==> src/rtl/pipe_skid_reg_pkg.sv <==
// pipe_pkg: shared state encoding and default payload width for pipe_skid_reg
package pipe_pkg;
  localparam int PIPE_DATA_W = 64;
  typedef enum logic [1:0] {
    ST_EMPTY = 2'd0,
    ST_ONE   = 2'd1,
    ST_TWO   = 2'd2
  } state_t;
endpackage

==> src/rtl/pipe_skid_reg_if.sv <==
// pipe_skid_reg_if: valid/ready handshake bundle, flush and occupancy of a pipeline stage
interface pipe_skid_reg_if import pipe_pkg::*; #(parameter int DATA_W = PIPE_DATA_W);
  logic              flush;
  logic              in_valid;
  logic              in_ready;
  logic [DATA_W-1:0] in_data;
  logic              out_valid;
  logic              out_ready;
  logic [DATA_W-1:0] out_data;
  logic [1:0]        occupancy;
  modport master (output flush, in_valid, in_data, out_ready, input in_ready, out_valid, out_data, occupancy);
  modport slave  (input flush, in_valid, in_data, out_ready, output in_ready, out_valid, out_data, occupancy);
endinterface

==> src/rtl/pipe_skid_reg_sat_cnt.sv <==
// pipe_sat_cnt: counter that increments on inc and sticks at all-ones
module pipe_sat_cnt #(parameter int W = 32) (
  input  logic         clk,
  input  logic         reset,
  input  logic         inc,
  output logic [W-1:0] cnt
);
  // count up until saturated; only reset clears
  always_ff @(posedge clk or posedge reset)
    if (reset) cnt <= '0;
    else if (inc && cnt != '1) cnt <= cnt + W'(1);
endmodule

==> src/rtl/pipe_skid_reg.sv <==
// pipe_skid_reg: elastic stage register with 2-entry skid buffer; PIPE_STATS_EN adds stall/flush counters
module pipe_skid_reg import pipe_pkg::*; #(
  parameter int DATA_W   = PIPE_DATA_W,
  parameter bit CLR_DATA = 1'b1,
  parameter int CNT_W    = 32
) (
  input  logic             clk,
  input  logic             reset,
  pipe_skid_reg_if.slave   bus
`ifdef PIPE_STATS_EN
  ,
  output logic [CNT_W-1:0] stall_cnt,
  output logic [CNT_W-1:0] flush_cnt
`endif
);
  state_t            st;
  logic [DATA_W-1:0] main_q;
  logic [DATA_W-1:0] skid_q;
  logic              push;
  logic              pop;
  assign bus.out_valid = st != ST_EMPTY;
  assign bus.in_ready  = st != ST_TWO;
  assign bus.occupancy = st;
  assign bus.out_data  = main_q;
  assign push = bus.in_valid & bus.in_ready;
  assign pop  = bus.out_valid & bus.out_ready;
  // occupancy FSM with main/skid payload registers; flush overrides any handshake
  always_ff @(posedge clk or posedge reset)
    if (reset) begin
      st     <= ST_EMPTY;
      main_q <= '0;
      skid_q <= '0;
    end else if (bus.flush) begin
      st <= ST_EMPTY;
      if (CLR_DATA) begin
        main_q <= '0;
        skid_q <= '0;
      end
    end else begin
      case (st)
        ST_EMPTY:
          if (push) begin
            st     <= ST_ONE;
            main_q <= bus.in_data;
          end
        ST_ONE:
          if (push && pop) main_q <= bus.in_data;
          else if (push) begin
            st     <= ST_TWO;
            skid_q <= bus.in_data;
          end else if (pop) begin
            st <= ST_EMPTY;
            if (CLR_DATA) main_q <= '0;
          end
        ST_TWO:
          if (pop) begin
            st     <= ST_ONE;
            main_q <= skid_q;
            if (CLR_DATA) skid_q <= '0;
          end
        default: st <= ST_EMPTY;
      endcase
    end
`ifdef PIPE_STATS_EN
  pipe_sat_cnt #(.W(CNT_W)) u_stall (
    .clk   (clk),
    .reset (reset),
    .inc   (bus.out_valid & ~bus.out_ready & ~bus.flush),
    .cnt   (stall_cnt)
  );
  pipe_sat_cnt #(.W(CNT_W)) u_flush (
    .clk   (clk),
    .reset (reset),
    .inc   (bus.flush & (st != ST_EMPTY)),
    .cnt   (flush_cnt)
  );
`endif
endmodule

==> src/flat_wrapper.sv <==
// flat-port wrapper written by rule: the top's interface ports become plain ports
module pipe_skid_reg_flat import pipe_pkg::*;
#(
  parameter int DATA_W   = PIPE_DATA_W,
  parameter bit CLR_DATA = 1'b1,
  parameter int CNT_W    = 32
)
  (clk, reset, bus_flush, bus_in_valid, bus_in_data, bus_out_ready, bus_in_ready, bus_out_valid, bus_out_data, bus_occupancy);
  pipe_skid_reg_if #(.DATA_W(DATA_W)) bus_i ();
  input  logic clk;
  input  logic reset;
  input wire logic [$bits(bus_i.flush)-1:0] bus_flush;
  input wire logic [$bits(bus_i.in_valid)-1:0] bus_in_valid;
  input wire logic [$bits(bus_i.in_data)-1:0] bus_in_data;
  input wire logic [$bits(bus_i.out_ready)-1:0] bus_out_ready;
  output wire logic [$bits(bus_i.in_ready)-1:0] bus_in_ready;
  output wire logic [$bits(bus_i.out_valid)-1:0] bus_out_valid;
  output wire logic [$bits(bus_i.out_data)-1:0] bus_out_data;
  output wire logic [$bits(bus_i.occupancy)-1:0] bus_occupancy;
  assign bus_i.flush = bus_flush;
  assign bus_i.in_valid = bus_in_valid;
  assign bus_i.in_data = bus_in_data;
  assign bus_i.out_ready = bus_out_ready;
  assign bus_in_ready = bus_i.in_ready;
  assign bus_out_valid = bus_i.out_valid;
  assign bus_out_data = bus_i.out_data;
  assign bus_occupancy = bus_i.occupancy;
  pipe_skid_reg #(.DATA_W(DATA_W), .CLR_DATA(CLR_DATA), .CNT_W(CNT_W)) u_core (.clk(clk), .reset(reset), .bus(bus_i));
endmodule
==> config.mk <==
export PLATFORM = sky130hd
export DESIGN_NAME = pipe_skid_reg_flat
export DESIGN_NICKNAME = d
export VERILOG_FILES = /design/src/rtl/pipe_skid_reg_pkg.sv /design/src/rtl/pipe_skid_reg_if.sv /design/src/rtl/pipe_skid_reg_sat_cnt.sv /design/src/rtl/pipe_skid_reg.sv /design/src/flat_wrapper.sv
export SDC_FILE = /design/constraint.sdc
export NUM_CORES = 1
export LEC_CHECK = 0
export ABC_AREA = 0
export CORE_MARGIN = 2
export CORE_UTILIZATION = 45
export CTS_CLUSTER_SIZE = 14
export DETAILED_ROUTE_END_ITERATION = 10
export PLACE_DENSITY = 0.81
export SETUP_SLACK_MARGIN = 0.15
export SLEW_MARGIN = 40
export SYNTH_ARGS = -nofsm -noshare
export SYNTH_HDL_FRONTEND = slang
export SYNTH_SLANG_ARGS = --single-unit
==> constraint.sdc <==
create_clock -name clk -period 7.86 [get_ports clk]
set_input_delay 2.358 -clock clk [delete_from_list [all_inputs] [get_ports clk]]
set_output_delay 2.358 -clock clk [all_outputs]
set_load 0.02 [all_outputs]
==> results of run 1 <==
## metal layers
metal / wire length, µm / part of all wire, %
met1: 7650 / 43
met2: 9080 / 51
met3: 898 / 5.0
met4: 340 / 1.9
met5: 0 / 0
## final timing paths
check | startpoint | endpoint | slack [ns] | cells after the start
hold / removal | u_core.skid_q[58]$_DFFE_PP0P_ | u_core.skid_q[58]$_DFFE_PP0P_ | 0.53 | 2
min in group asynchronous | reset | u_core.bus.out_data[23]$_DFFE_PP0P_ | 2.42 | 2
max in group asynchronous | reset | u_core.skid_q[60]$_DFFE_PP0P_ | 4.24 | 3
setup / recovery | u_core.bus.occupancy[0]$_DFFE_PP0P_ | bus_in_ready | 3.03 | 5
setup reg to reg | u_core.bus.occupancy[0]$_DFFE_PP0P_ | u_core.skid_q[55]$_DFFE_PP0P_ | 4.60 | 9
hold reg to reg | u_core.skid_q[58]$_DFFE_PP0P_ | u_core.skid_q[58]$_DFFE_PP0P_ | 0.53 | 2
## cells by family (layout without fill, tap and decap cells)
logic type	count (synthesis)	in the layout	synth area share [%]
flops	130	130	49.0
xor+xnor	1	1	0.132
fa+ha+maj	3	3	0.565
compound gates	200	200	20.3
buf+inv	87	181	5.71
simple gates	333	333	24.3
## power by group through the flow
stage	clock network, mW	registers [mW]	logic, mW
detailed placement	0	0.914	1.56
global route	0.856	0.923	1.72
finish	0.809	0.904	1.56
CTS	0.825	0.904	1.57
global placement	0	0.911	1.53
floorplan	0	1.02	0.998
## final cells by class
| class | instances | area (µm²) |
|---|---|---|
| Fill cell | 1271 | 5880 |
| Sequential cell | 130 | 3250 |
| Multi-Input combinational cell | 537 | 3040 |
| Timing Repair Buffer | 147 | 1450 |
| Clock buffer | 24 | 502 |
| Tap cell | 184 | 230 |
| Clock inverter | 5 | 100 |
| Inverter | 5 | 23.8 |
## worst max-delay path, delay by kind of cell (launching register included)
| family | cells | cell delay [ns] |
|---|---|---|
| adders and majority gates | 1 | 0.18 |
| DFF | 1 | 0.41 |
| buffers and inverters | 4 | 1.43 |
## cell usage in the layout, fill, tap and decap left out, drive strengths merged, types with 2 or more instances in the layout
cell type      count
nand2b             3
a31oi             64
clkbuf            24
nor2b             65
nor2              67
a311oi            64
inv                5
nand2             66
buf               12
clkinv             2
ha                 3
dfrtp            130
bufinv             3
clkdlybuf4s50    135
a21oi             66
nand3            128
## per-stage QoR
stage               hold slack [ns]  utilization, %  area (µm²)  instances  worst slack [ns]
global placement              0.521            55.2        7990       1003              3.17
global route                  0.546            59.4        8600       1032              2.91
detailed placement            0.528            55.2        7990       1003              3.08
finish                        0.533            59.4        8600       1032              3.03
CTS                           0.535            59.4        8600       1032              3.02
floorplan                     0.513               -        6640        754              2.03
## sequential cells by signal (all words and copies together) (netlist names)
register	flops
u_core.bus.out_data	64
u_core.skid_q	64
u_core.bus.occupancy	2
==> run_summary.xml, run 1 <==
<?xml version="1.0" encoding="UTF-8"?>
<metrics>
  <group name="finish">
    <metric name="final_layout_size_suffix_gt1_share" unit="%">5.90</metric>
    <metric name="num-nets-final" unit="">910</metric>
    <metric name="num_antenna_cells" unit="">0</metric>
    <metric name="area.growth.synth_to_final" unit="%">29.5</metric>
  </group>
  <group name="yosys">
    <metric name="synth-warning-count" unit="">0</metric>
    <metric name="synth_top_area_share" unit="%">49.0</metric>
    <metric name="ys_ff_latch" unit="">130</metric>
    <metric name="post_synth_most_frequent_cells" unit="">sky130_fd_sc_hd__dfrtp_1 (130), sky130_fd_sc_hd__nand3_1 (128), sky130_fd_sc_hd__a21oi_1 (66), sky130_fd_sc_hd__nand2_1 (66)</metric>
    <metric name="synth_flop_cell" unit="">sky130_fd_sc_hd__dfrtp_1</metric>
    <metric name="post_synth_inst_count" unit="">754</metric>
    <metric name="synth_top_area_cell" unit="">sky130_fd_sc_hd__dfrtp_1</metric>
    <metric name="post_synth_instance_area" unit="µm²">6640</metric>
    <metric name="most_common_cell_in_the_synthesized_netlist" unit="">sky130_fd_sc_hd__dfrtp_1</metric>
    <metric name="synth_edf_count" unit="">0</metric>
    <metric name="synth.yosys.seq_area_share" unit="%">49.0</metric>
    <metric name="synth_top_area_cells" unit="">sky130_fd_sc_hd__dfrtp_1 (49%), sky130_fd_sc_hd__nand3_1 (9.6%), sky130_fd_sc_hd__a311oi_1 (8.4%)</metric>
    <metric name="synth.avg_cell_area" unit="µm²">8.80</metric>
    <metric name="synth_cell_types" unit="">29</metric>
    <metric name="syn-num-nets" unit="">826</metric>
    <metric name="synth-async-reset-ratio" unit="%">100</metric>
  </group>
  <group name="critical_path">
    <metric name="cp.arrival" unit="ns">2.47</metric>
    <metric name="path_cells" unit="">inv_1, ha_2, buf_4, inv_2, clkdlybuf4s50_1</metric>
    <metric name="worst_path_max_delay_cell" unit="">sky130_fd_sc_hd__buf_4</metric>
    <metric name="cp_max_fo" unit="">72</metric>
    <metric name="startpoint_type" unit="">flop</metric>
    <metric name="end_kind" unit="">primary output</metric>
    <metric name="setup.worst_path.class" unit="">reg2out</metric>
    <metric name="critPathMaxStageDelay" unit="ns">0.64</metric>
    <metric name="worst_ep_required_time" unit="ns">5.50</metric>
  </group>
  <group name="clock_tree">
    <metric name="cts.hold.buffers_added" unit="">0</metric>
    <metric name="clock_tree_from_tritoncts" unit="">done</metric>
    <metric name="cts_resized" unit="">0</metric>
    <metric name="path_clk_slew" unit="ns">0.05</metric>
    <metric name="cts_htree_levels" unit="">4</metric>
    <metric name="cts.path.max_buffers" unit="">2</metric>
    <metric name="post-cts-setup-buffers" unit="">0</metric>
    <metric name="clockRootBuffer" unit="">sky130_fd_sc_hd__clkbuf_16</metric>
    <metric name="clkSinkCount" unit="">130</metric>
    <metric name="cts-buffers-inserted" unit="">17</metric>
    <metric name="clock_latency_on_the_worst_skew_pair" unit="ns">0.42</metric>
  </group>
  <group name="power">
    <metric name="peakVddDrop" unit="V">0.000209</metric>
    <metric name="power" unit="mW">3.27</metric>
    <metric name="power.leakage" unit="nW">3.26</metric>
    <metric name="power.share.switching" unit="%">41.3</metric>
    <metric name="p_seq_share" unit="%">27.6</metric>
    <metric name="switching_power" unit="mW">1.35</metric>
    <metric name="combinationalPowerShare" unit="%">47.7</metric>
    <metric name="total_power_divided_by_cell_area" unit="nW/µm²">381</metric>
    <metric name="clkPwrFrac" unit="%">24.7</metric>
    <metric name="intPower" unit="mW">1.92</metric>
  </group>
  <group name="place">
    <metric name="portBuffers" unit="">136</metric>
    <metric name="dp_hpwl" unit="µm">10000</metric>
    <metric name="gpl.final_weighted_congestion" unit="">0.802</metric>
  </group>
  <group name="global_routing">
    <metric name="grt_pass1_vias" unit="">5806</metric>
    <metric name="grt.overflow.total" unit="">0</metric>
    <metric name="grt_use_met2" unit="%">38.3</metric>
    <metric name="use_met1" unit="%">29.5</metric>
    <metric name="antenna_found_initial" unit="">0</metric>
    <metric name="wire_length_of_the_first_global_routing_pass" unit="µm">29500</metric>
    <metric name="global_route.peak_usage_layer" unit="">met2</metric>
    <metric name="met3_layer_usage_reported_by_global_route" unit="%">4.75</metric>
    <metric name="groute.usage.overall" unit="%">23.2</metric>
    <metric name="maximum_number_of_pins_on_one_net_before_global_route_repair" unit="">89</metric>
  </group>
  <group name="route">
    <metric name="wire_per_inst" unit="µm">17.4</metric>
    <metric name="route.detailed.drc" unit="">0</metric>
    <metric name="drt-total-wl" unit="µm">18000</metric>
    <metric name="drtPass1Iterations" unit="">5</metric>
    <metric name="ant_nets" unit="">0</metric>
    <metric name="via_per_inst" unit="">5.90</metric>
    <metric name="detail_route.iter0.violations" unit="">534</metric>
    <metric name="dr_total_vias" unit="">6088</metric>
  </group>
  <group name="die">
    <metric name="core.rowCount" unit="">44</metric>
    <metric name="floorplan.die.height" unit="µm">125</metric>
    <metric name="design.die.area" unit="µm²">15700</metric>
    <metric name="start_util" unit="%">45.9</metric>
    <metric name="top_level_ports" unit="">137</metric>
    <metric name="die_w" unit="µm">125</metric>
    <metric name="core_region_area" unit="µm²">14500</metric>
  </group>
  <group name="status">
    <metric name="outcome" unit="">finished, final reports clean</metric>
  </group>
  <group name="sta">
    <metric name="period_share" unit="%">61.4</metric>
    <metric name="grt_setup_unrepaired" unit="">false</metric>
    <metric name="max_freq" unit="MHz">207</metric>
    <metric name="finClkSkew" unit="ns">0.00402</metric>
    <metric name="finalSetupViolCount" unit="">0</metric>
    <metric name="slew_viol_final" unit="">0</metric>
    <metric name="min_period" unit="ns">4.83</metric>
    <metric name="max_transition_margin" unit="%">44.6</metric>
    <metric name="finalSetupTns" unit="ns">0</metric>
    <metric name="worst-slew-pin-transition" unit="ns">0.831</metric>
    <metric name="final_hold_fails" unit="">0</metric>
  </group>
  <group name="run">
    <metric name="maxCapViolCount" unit="">0</metric>
  </group>
  <group name="hold_path">
    <metric name="holdCritPathClass" unit="">reg2reg</metric>
  </group>
</metrics>
(Power assumes the default switching activity.)
==> run 2, diff against run 1 <==
==> constraint.sdc (replaced) <==
create_clock -name clk -period 5 [get_ports clk]
set_input_delay 1.5 -clock clk [delete_from_list [all_inputs] [get_ports clk]]
set_output_delay 1.5 -clock clk [all_outputs]
set_load 0.02 [all_outputs]
==> run 2 against run 1 <==
  * Cell area is 1.2% higher
  * Core utilization rose by 0.73 points
  * Non-clock buffer count grew 5
  * Clock-buffer cell count grew 3
  * Sequential share of layout area shrank 0.46 points
  * Highest routed layer is now met5
==> run_summary.xml, run 2 (synthesis gave the netlist of run 1 again) <==
<?xml version="1.0" encoding="UTF-8"?>
<metrics>
  <group name="status">
    <metric name="outcome" unit="">finished, final reports clean</metric>
  </group>
  <group name="power">
    <metric name="power" unit="mW">5.20</metric>
    <metric name="total_power_divided_by_cell_area" unit="nW/µm²">598</metric>
    <metric name="peakVddDrop" unit="V">0.000421</metric>
    <metric name="power.leakage" unit="nW">3.30</metric>
  </group>
  <group name="sta">
    <metric name="max_transition_margin" unit="%">46.1</metric>
    <metric name="hold_slack" unit="ns">0.534</metric>
    <metric name="min_period" unit="ns">3.39</metric>
    <metric name="worst-slew-pin-transition" unit="ns">0.809</metric>
    <metric name="grt_setup_unrepaired" unit="">false</metric>
    <metric name="finClkSkew" unit="ns">0.00615</metric>
    <metric name="slew_viol_final" unit="">0</metric>
    <metric name="finalSetupViolCount" unit="">0</metric>
    <metric name="setup_slack" unit="ns">1.61</metric>
    <metric name="period_share" unit="%">67.8</metric>
    <metric name="final_hold_fails" unit="">0</metric>
    <metric name="finalSetupTns" unit="ns">0</metric>
    <metric name="max_freq" unit="MHz">295</metric>
  </group>
  <group name="run">
    <metric name="maxCapViolCount" unit="">0</metric>
  </group>
  <group name="die">
    <metric name="core.rowCount" unit="">44</metric>
    <metric name="design.die.area" unit="µm²">15700</metric>
    <metric name="start_util" unit="%">45.9</metric>
    <metric name="floorplan.die.height" unit="µm">125</metric>
    <metric name="core_region_area" unit="µm²">14500</metric>
    <metric name="top_level_ports" unit="">137</metric>
    <metric name="die_w" unit="µm">125</metric>
  </group>
  <group name="global_routing">
    <metric name="maximum_number_of_pins_on_one_net_before_global_route_repair" unit="">91</metric>
    <metric name="grt_pass1_vias" unit="">5821</metric>
    <metric name="groute.usage.overall" unit="%">23.2</metric>
    <metric name="grt.overflow.total" unit="">0</metric>
    <metric name="antenna_found_initial" unit="">1</metric>
    <metric name="wire_length_of_the_first_global_routing_pass" unit="µm">29800</metric>
  </group>
  <group name="place">
    <metric name="dp_slack" unit="ns">1.19</metric>
    <metric name="gpl.final_weighted_congestion" unit="">0.806</metric>
    <metric name="dp_hpwl" unit="µm">10400</metric>
    <metric name="portBuffers" unit="">136</metric>
  </group>
  <group name="clock_tree">
    <metric name="cts.hold.buffers_added" unit="">0</metric>
    <metric name="cts.path.max_buffers" unit="">2</metric>
    <metric name="clkSinkCount" unit="">130</metric>
    <metric name="cts-buffers-inserted" unit="">17</metric>
    <metric name="clockRootBuffer" unit="">sky130_fd_sc_hd__clkbuf_16</metric>
    <metric name="path_clk_slew" unit="ns">0.05</metric>
    <metric name="cts_resized" unit="">0</metric>
    <metric name="cts_htree_levels" unit="">4</metric>
    <metric name="clock_tree_from_tritoncts" unit="">done</metric>
    <metric name="clock_latency_on_the_worst_skew_pair" unit="ns">0.42</metric>
    <metric name="post-cts-setup-buffers" unit="">0</metric>
  </group>
  <group name="critical_path">
    <metric name="path_cells" unit="">inv_1, ha_4, inv_1, clkdlybuf4s50_1</metric>
    <metric name="path_buf_inv" unit="">3</metric>
    <metric name="startpoint_type" unit="">flop</metric>
    <metric name="worst_path_max_delay_cell" unit="">sky130_fd_sc_hd__clkdlybuf4s50_1</metric>
    <metric name="cp_common_cell" unit="">sky130_fd_sc_hd__inv_1</metric>
    <metric name="worst_ep_required_time" unit="ns">3.50</metric>
    <metric name="cp_max_fo" unit="">6</metric>
    <metric name="critPathMaxStageDelay" unit="ns">0.62</metric>
    <metric name="setup.worst_path.class" unit="">reg2out</metric>
    <metric name="cp.arrival" unit="ns">1.89</metric>
    <metric name="end_kind" unit="">primary output</metric>
    <metric name="critical-path-top-delay-family" unit="">buffers and inverters</metric>
  </group>
  <group name="route">
    <metric name="via_per_inst" unit="">5.96</metric>
    <metric name="ant_nets" unit="">0</metric>
    <metric name="detail_route.iter0.violations" unit="">566</metric>
    <metric name="route.detailed.drc" unit="">0</metric>
    <metric name="drt-total-wl" unit="µm">17900</metric>
    <metric name="wire_per_inst" unit="µm">17.2</metric>
    <metric name="dr_total_vias" unit="">6195</metric>
    <metric name="drtPass1Iterations" unit="">5</metric>
  </group>
  <group name="finish">
    <metric name="area.growth.synth_to_final" unit="%">31.1</metric>
    <metric name="seq_area" unit="µm²">3250</metric>
    <metric name="final_layout_size_suffix_gt1_share" unit="%">6.32</metric>
    <metric name="most_common_cell_after_layout_fill_and_taps_aside" unit="">sky130_fd_sc_hd__clkdlybuf4s50_1</metric>
    <metric name="num-fill-cells" unit="">1253</metric>
    <metric name="num-nets-final" unit="">915</metric>
    <metric name="multi_input_comb_area" unit="µm²">3050</metric>
    <metric name="num_antenna_cells" unit="">0</metric>
    <metric name="mostFrequentLayoutCells" unit="">sky130_fd_sc_hd__clkdlybuf4s50_1 (135), sky130_fd_sc_hd__dfrtp_1 (130), sky130_fd_sc_hd__nand3_1 (128)</metric>
  </group>
  <group name="hold_path">
    <metric name="holdCritPathClass" unit="">reg2reg</metric>
  </group>
</metrics>
## run 2: metal layers
layer / part of all wire, % / GRT usage [%] / vias to the layer above
met2: 49 / 36.1 / 258
met5: 0.073 / 0 / -
met1: 43 / 32.1 / 2993
met3: 6.7 / 4.66 / 24
met4: 1.4 / 8.63 / 2
li1: - / - / 2918
## run 2: tightest hold or removal path, delay by kind of cell (launching register included)
family | cells | cell delay [ns]
AO/OA/AOI/OAI | 1 | 0.06
flip-flops | 1 | 0.37
AND/OR/NAND/NOR | 1 | 0.06
## run 2: area by class of cell
cell class / instances / area share [%]
clock buffers: 27 / 5.90
flip-flops and latches: 130 / 37.4
multi-input cells: 537 / 35.1
well taps: 184 / 2.65
clock inverters: 4 / 1.09
repair buffers: 152 / 17.7
inverters: 5 / 0.259
## run 2: worst paths after layout
path	from	to	slack, ns	depth (start not counted)
max reg2reg	u_core.bus.occupancy[0]$_DFFE_PP0P_	u_core.skid_q[45]$_DFFE_PP0P_	2.09	8
max in group asynchronous	reset	u_core.bus.occupancy[0]$_DFFE_PP0P_	2.73	4
min in group asynchronous	reset	u_core.bus.out_data[43]$_DFFE_PP0P_	1.45	2
max	u_core.bus.occupancy[1]$_DFFE_PP0P_	bus_out_valid	1.61	4
min reg2reg	u_core.skid_q[5]$_DFFE_PP0P_	u_core.skid_q[5]$_DFFE_PP0P_	0.53	2
min	u_core.skid_q[5]$_DFFE_PP0P_	u_core.skid_q[5]$_DFFE_PP0P_	0.53	2
## run 2: power by group
group          leakage, nW  switching (mW)  internal, mW
Sequential            1.76           0.130          1.29
Clock                0.298           0.429         0.848
Combinational         1.24            1.58         0.927
## run 2: per-stage QoR
stage               cell area [µm²]  utilization, %  std cells
floorplan                      6640               -        754
global placement               8060            55.6       1007
detailed placement             8080            55.8       1008
CTS                            8680            60.0       1039
global route                   8700            60.1       1039
finish                         8700            60.1       1039
==> run 3, diff against run 2 <==
==> constraint.sdc (replaced) <==
create_clock -name clk -period 3.5 [get_ports clk]
set_input_delay 1.05 -clock clk [delete_from_list [all_inputs] [get_ports clk]]
set_output_delay 1.05 -clock clk [all_outputs]
set_load 0.02 [all_outputs]
==> run 3 against run 2 <==
  * Sequential share of layout area rose by 0.28 points
  * Power grew 40%
  * Cell area decreased by 0.73%
  * Highest routed layer unchanged
==> run_summary.xml, run 3 (synthesis gave the netlist of run 1 again) <==
<?xml version="1.0" encoding="UTF-8"?>
<metrics>
  <group name="finish">
    <metric name="mostFrequentLayoutCells" unit="">sky130_fd_sc_hd__clkdlybuf4s50_1 (135), sky130_fd_sc_hd__dfrtp_1 (130), sky130_fd_sc_hd__nand3_1 (128)</metric>
    <metric name="num-nets-final" unit="">914</metric>
    <metric name="finish.utilization" unit="%">59.7</metric>
    <metric name="final_layout_size_suffix_gt1_share" unit="%">6.09</metric>
    <metric name="area.growth.synth_to_final" unit="%">30.1</metric>
    <metric name="num-fill-cells" unit="">1223</metric>
    <metric name="num_antenna_cells" unit="">0</metric>
    <metric name="most_common_cell_after_layout_fill_and_taps_aside" unit="">sky130_fd_sc_hd__clkdlybuf4s50_1</metric>
  </group>
  <group name="critical_path">
    <metric name="worstReg2RegStart" unit="">u_core.bus.occupancy[0]$_DFFE_PP0P_</metric>
    <metric name="startpoint_type" unit="">flop</metric>
    <metric name="critPathMaxStageDelay" unit="ns">0.63</metric>
    <metric name="cp.arrival" unit="ns">1.91</metric>
    <metric name="setup.worst_path.class" unit="">reg2out</metric>
    <metric name="cp_common_cell" unit="">sky130_fd_sc_hd__inv_1</metric>
    <metric name="path_cells" unit="">inv_1, ha_4, inv_1, clkdlybuf4s50_1</metric>
    <metric name="regToRegSetupSlack" unit="ns">1.12</metric>
    <metric name="worst-r2r-cell-count" unit="">7</metric>
    <metric name="worst_ep_required_time" unit="ns">2.45</metric>
    <metric name="cp_max_fo" unit="">6</metric>
    <metric name="end_kind" unit="">primary output</metric>
    <metric name="worst_path_max_delay_cell" unit="">sky130_fd_sc_hd__clkdlybuf4s50_1</metric>
    <metric name="worst_r2r_endpoint" unit="">u_core.bus.out_data[56]$_DFFE_PP0P_</metric>
  </group>
  <group name="route">
    <metric name="dr_total_vias" unit="">6151</metric>
    <metric name="drt-total-wl" unit="µm">17900</metric>
    <metric name="route.detailed.drc" unit="">0</metric>
    <metric name="wire_per_inst" unit="µm">17.3</metric>
    <metric name="ant_nets" unit="">0</metric>
    <metric name="detail_route.iter0.violations" unit="">559</metric>
    <metric name="via_per_inst" unit="">5.93</metric>
    <metric name="drtPass1Iterations" unit="">5</metric>
  </group>
  <group name="hold_path">
    <metric name="min_path_cells" unit="">2</metric>
    <metric name="endpoint_of_the_worst_hold_timing_path" unit="">u_core.skid_q[43]$_DFFE_PP0P_</metric>
    <metric name="holdCritPathClass" unit="">reg2reg</metric>
    <metric name="holdCritStartpoint" unit="">u_core.skid_q[43]$_DFFE_PP0P_</metric>
  </group>
  <group name="die">
    <metric name="die_w" unit="µm">125</metric>
    <metric name="floorplan.die.height" unit="µm">125</metric>
    <metric name="core.rowCount" unit="">44</metric>
    <metric name="design.die.area" unit="µm²">15700</metric>
    <metric name="core_region_area" unit="µm²">14500</metric>
    <metric name="top_level_ports" unit="">137</metric>
    <metric name="start_util" unit="%">45.9</metric>
  </group>
  <group name="place">
    <metric name="portBuffers" unit="">136</metric>
    <metric name="gpl.final_weighted_congestion" unit="">0.814</metric>
    <metric name="dp_hpwl" unit="µm">10200</metric>
  </group>
  <group name="power">
    <metric name="peakVddDrop" unit="V">0.000487</metric>
    <metric name="clkPwrFrac" unit="%">23.2</metric>
    <metric name="p_seq_share" unit="%">27.7</metric>
    <metric name="total_power_divided_by_cell_area" unit="nW/µm²">845</metric>
    <metric name="power.leakage" unit="nW">3.27</metric>
    <metric name="combinationalPowerShare" unit="%">49.1</metric>
    <metric name="switching_power" unit="mW">3.05</metric>
    <metric name="intPower" unit="mW">4.25</metric>
    <metric name="power.share.switching" unit="%">41.8</metric>
  </group>
  <group name="clock_tree">
    <metric name="clock_tree_from_tritoncts" unit="">done</metric>
    <metric name="clock_latency_on_the_worst_skew_pair" unit="ns">0.41</metric>
    <metric name="path_clk_slew" unit="ns">0.06</metric>
    <metric name="cts_resized" unit="">0</metric>
    <metric name="cts.hold.buffers_added" unit="">0</metric>
    <metric name="cts-buffers-inserted" unit="">17</metric>
    <metric name="cts_htree_levels" unit="">4</metric>
    <metric name="post-cts-setup-buffers" unit="">0</metric>
    <metric name="clockRootBuffer" unit="">sky130_fd_sc_hd__clkbuf_16</metric>
    <metric name="cts.path.max_buffers" unit="">2</metric>
    <metric name="clkSinkCount" unit="">130</metric>
  </group>
  <group name="status">
    <metric name="outcome" unit="">finished, final reports clean</metric>
  </group>
  <group name="run">
    <metric name="maxCapViolCount" unit="">0</metric>
  </group>
  <group name="global_routing">
    <metric name="grt_pass1_vias" unit="">5582</metric>
    <metric name="wire_length_of_the_first_global_routing_pass" unit="µm">29200</metric>
    <metric name="grt.overflow.total" unit="">0</metric>
    <metric name="maximum_number_of_pins_on_one_net_before_global_route_repair" unit="">123</metric>
    <metric name="groute.usage.overall" unit="%">22.8</metric>
    <metric name="antenna_found_initial" unit="">1</metric>
  </group>
  <group name="sta">
    <metric name="slew_viol_final" unit="">0</metric>
    <metric name="period_share" unit="%">84.5</metric>
    <metric name="grt_setup_unrepaired" unit="">false</metric>
    <metric name="min_period" unit="ns">2.96</metric>
    <metric name="max_freq" unit="MHz">338</metric>
    <metric name="finalSetupTns" unit="ns">0</metric>
    <metric name="finalSetupViolCount" unit="">0</metric>
    <metric name="max_transition_margin" unit="%">48.2</metric>
    <metric name="worst-slew-pin-transition" unit="ns">0.778</metric>
    <metric name="finClkSkew" unit="ns">0.00801</metric>
    <metric name="hold_slack" unit="ns">0.532</metric>
    <metric name="final_hold_fails" unit="">0</metric>
  </group>
</metrics>
run 3: worst max-delay path, delay by kind of cell (launching register included):
family	cells	cell delay (ns)
fa+ha+maj	1	0.19
buf+inv	3	0.88
flops	1	0.41
run 3: worst max path at each step:
stage	start	to	slack (ns)	cells past startpoint
final	u_core.bus.occupancy[0]$_DFFE_PP0P_	bus_out_valid	0.54	4
after global routing	u_core.bus.occupancy[0]$_DFFE_PP0P_	bus_out_valid	0.47	4
after CTS	u_core.bus.occupancy[0]$_DFFE_PP0P_	bus_out_valid	0.53	4
after detailed placement	bus_out_ready	u_core.skid_q[52]$_DFFE_PP0P_	0.54	6
after global placement	bus_out_ready	u_core.skid_q[24]$_DFFE_PP0P_	0.57	6
after floorplan	reset	u_core.bus.occupancy[0]$_DFFE_PP0P_	0.84	1
run 3: power by group through the flow:
stage                     registers (mW)  clock network, mW  logic [mW]
final                               2.02               1.70        3.58
after global routing                2.07               1.79        3.93
after CTS                           2.03               1.73        3.60
after detailed placement            2.05                  0        3.59
after global placement              2.04                  0        3.51
after floorplan                     2.29                  0        2.24
run 3: final cells by class:
type / count / area (µm²) / area share (%)
clock buffer: 25 / 475 / 5.50
clock inverter: 6 / 80.1 / 0.927
inverter: 5 / 22.5 / 0.261
multi-input combinational: 537 / 3040 / 35.2
sequential: 130 / 3250 / 37.7
tap: 184 / 230 / 2.67
timing repair buffer: 151 / 1530 / 17.8
run 3: per-layer routing:
layer | wire [µm] | vias up | GRT usage (%)
met1 | 8010 | 2977 | 32.2
met3 | 1040 | 19 | 5.05
met2 | 8630 | 237 | 35.2
met4 | 217 | 2 | 6.99
li1 | - | 2916 | -
met5 | 12 | - | 0
run 3: through the flow:
step	setup WS (ns)	power (mW)	cell area [µm²]	cells
finish	0.544	7.30	8640	1038
global route	0.470	7.79	8640	1038
CTS	0.532	7.35	8640	1038
detailed placement	0.539	5.63	8080	1007
global placement	0.569	5.55	8080	1007
floorplan	0.841	4.53	6640	754
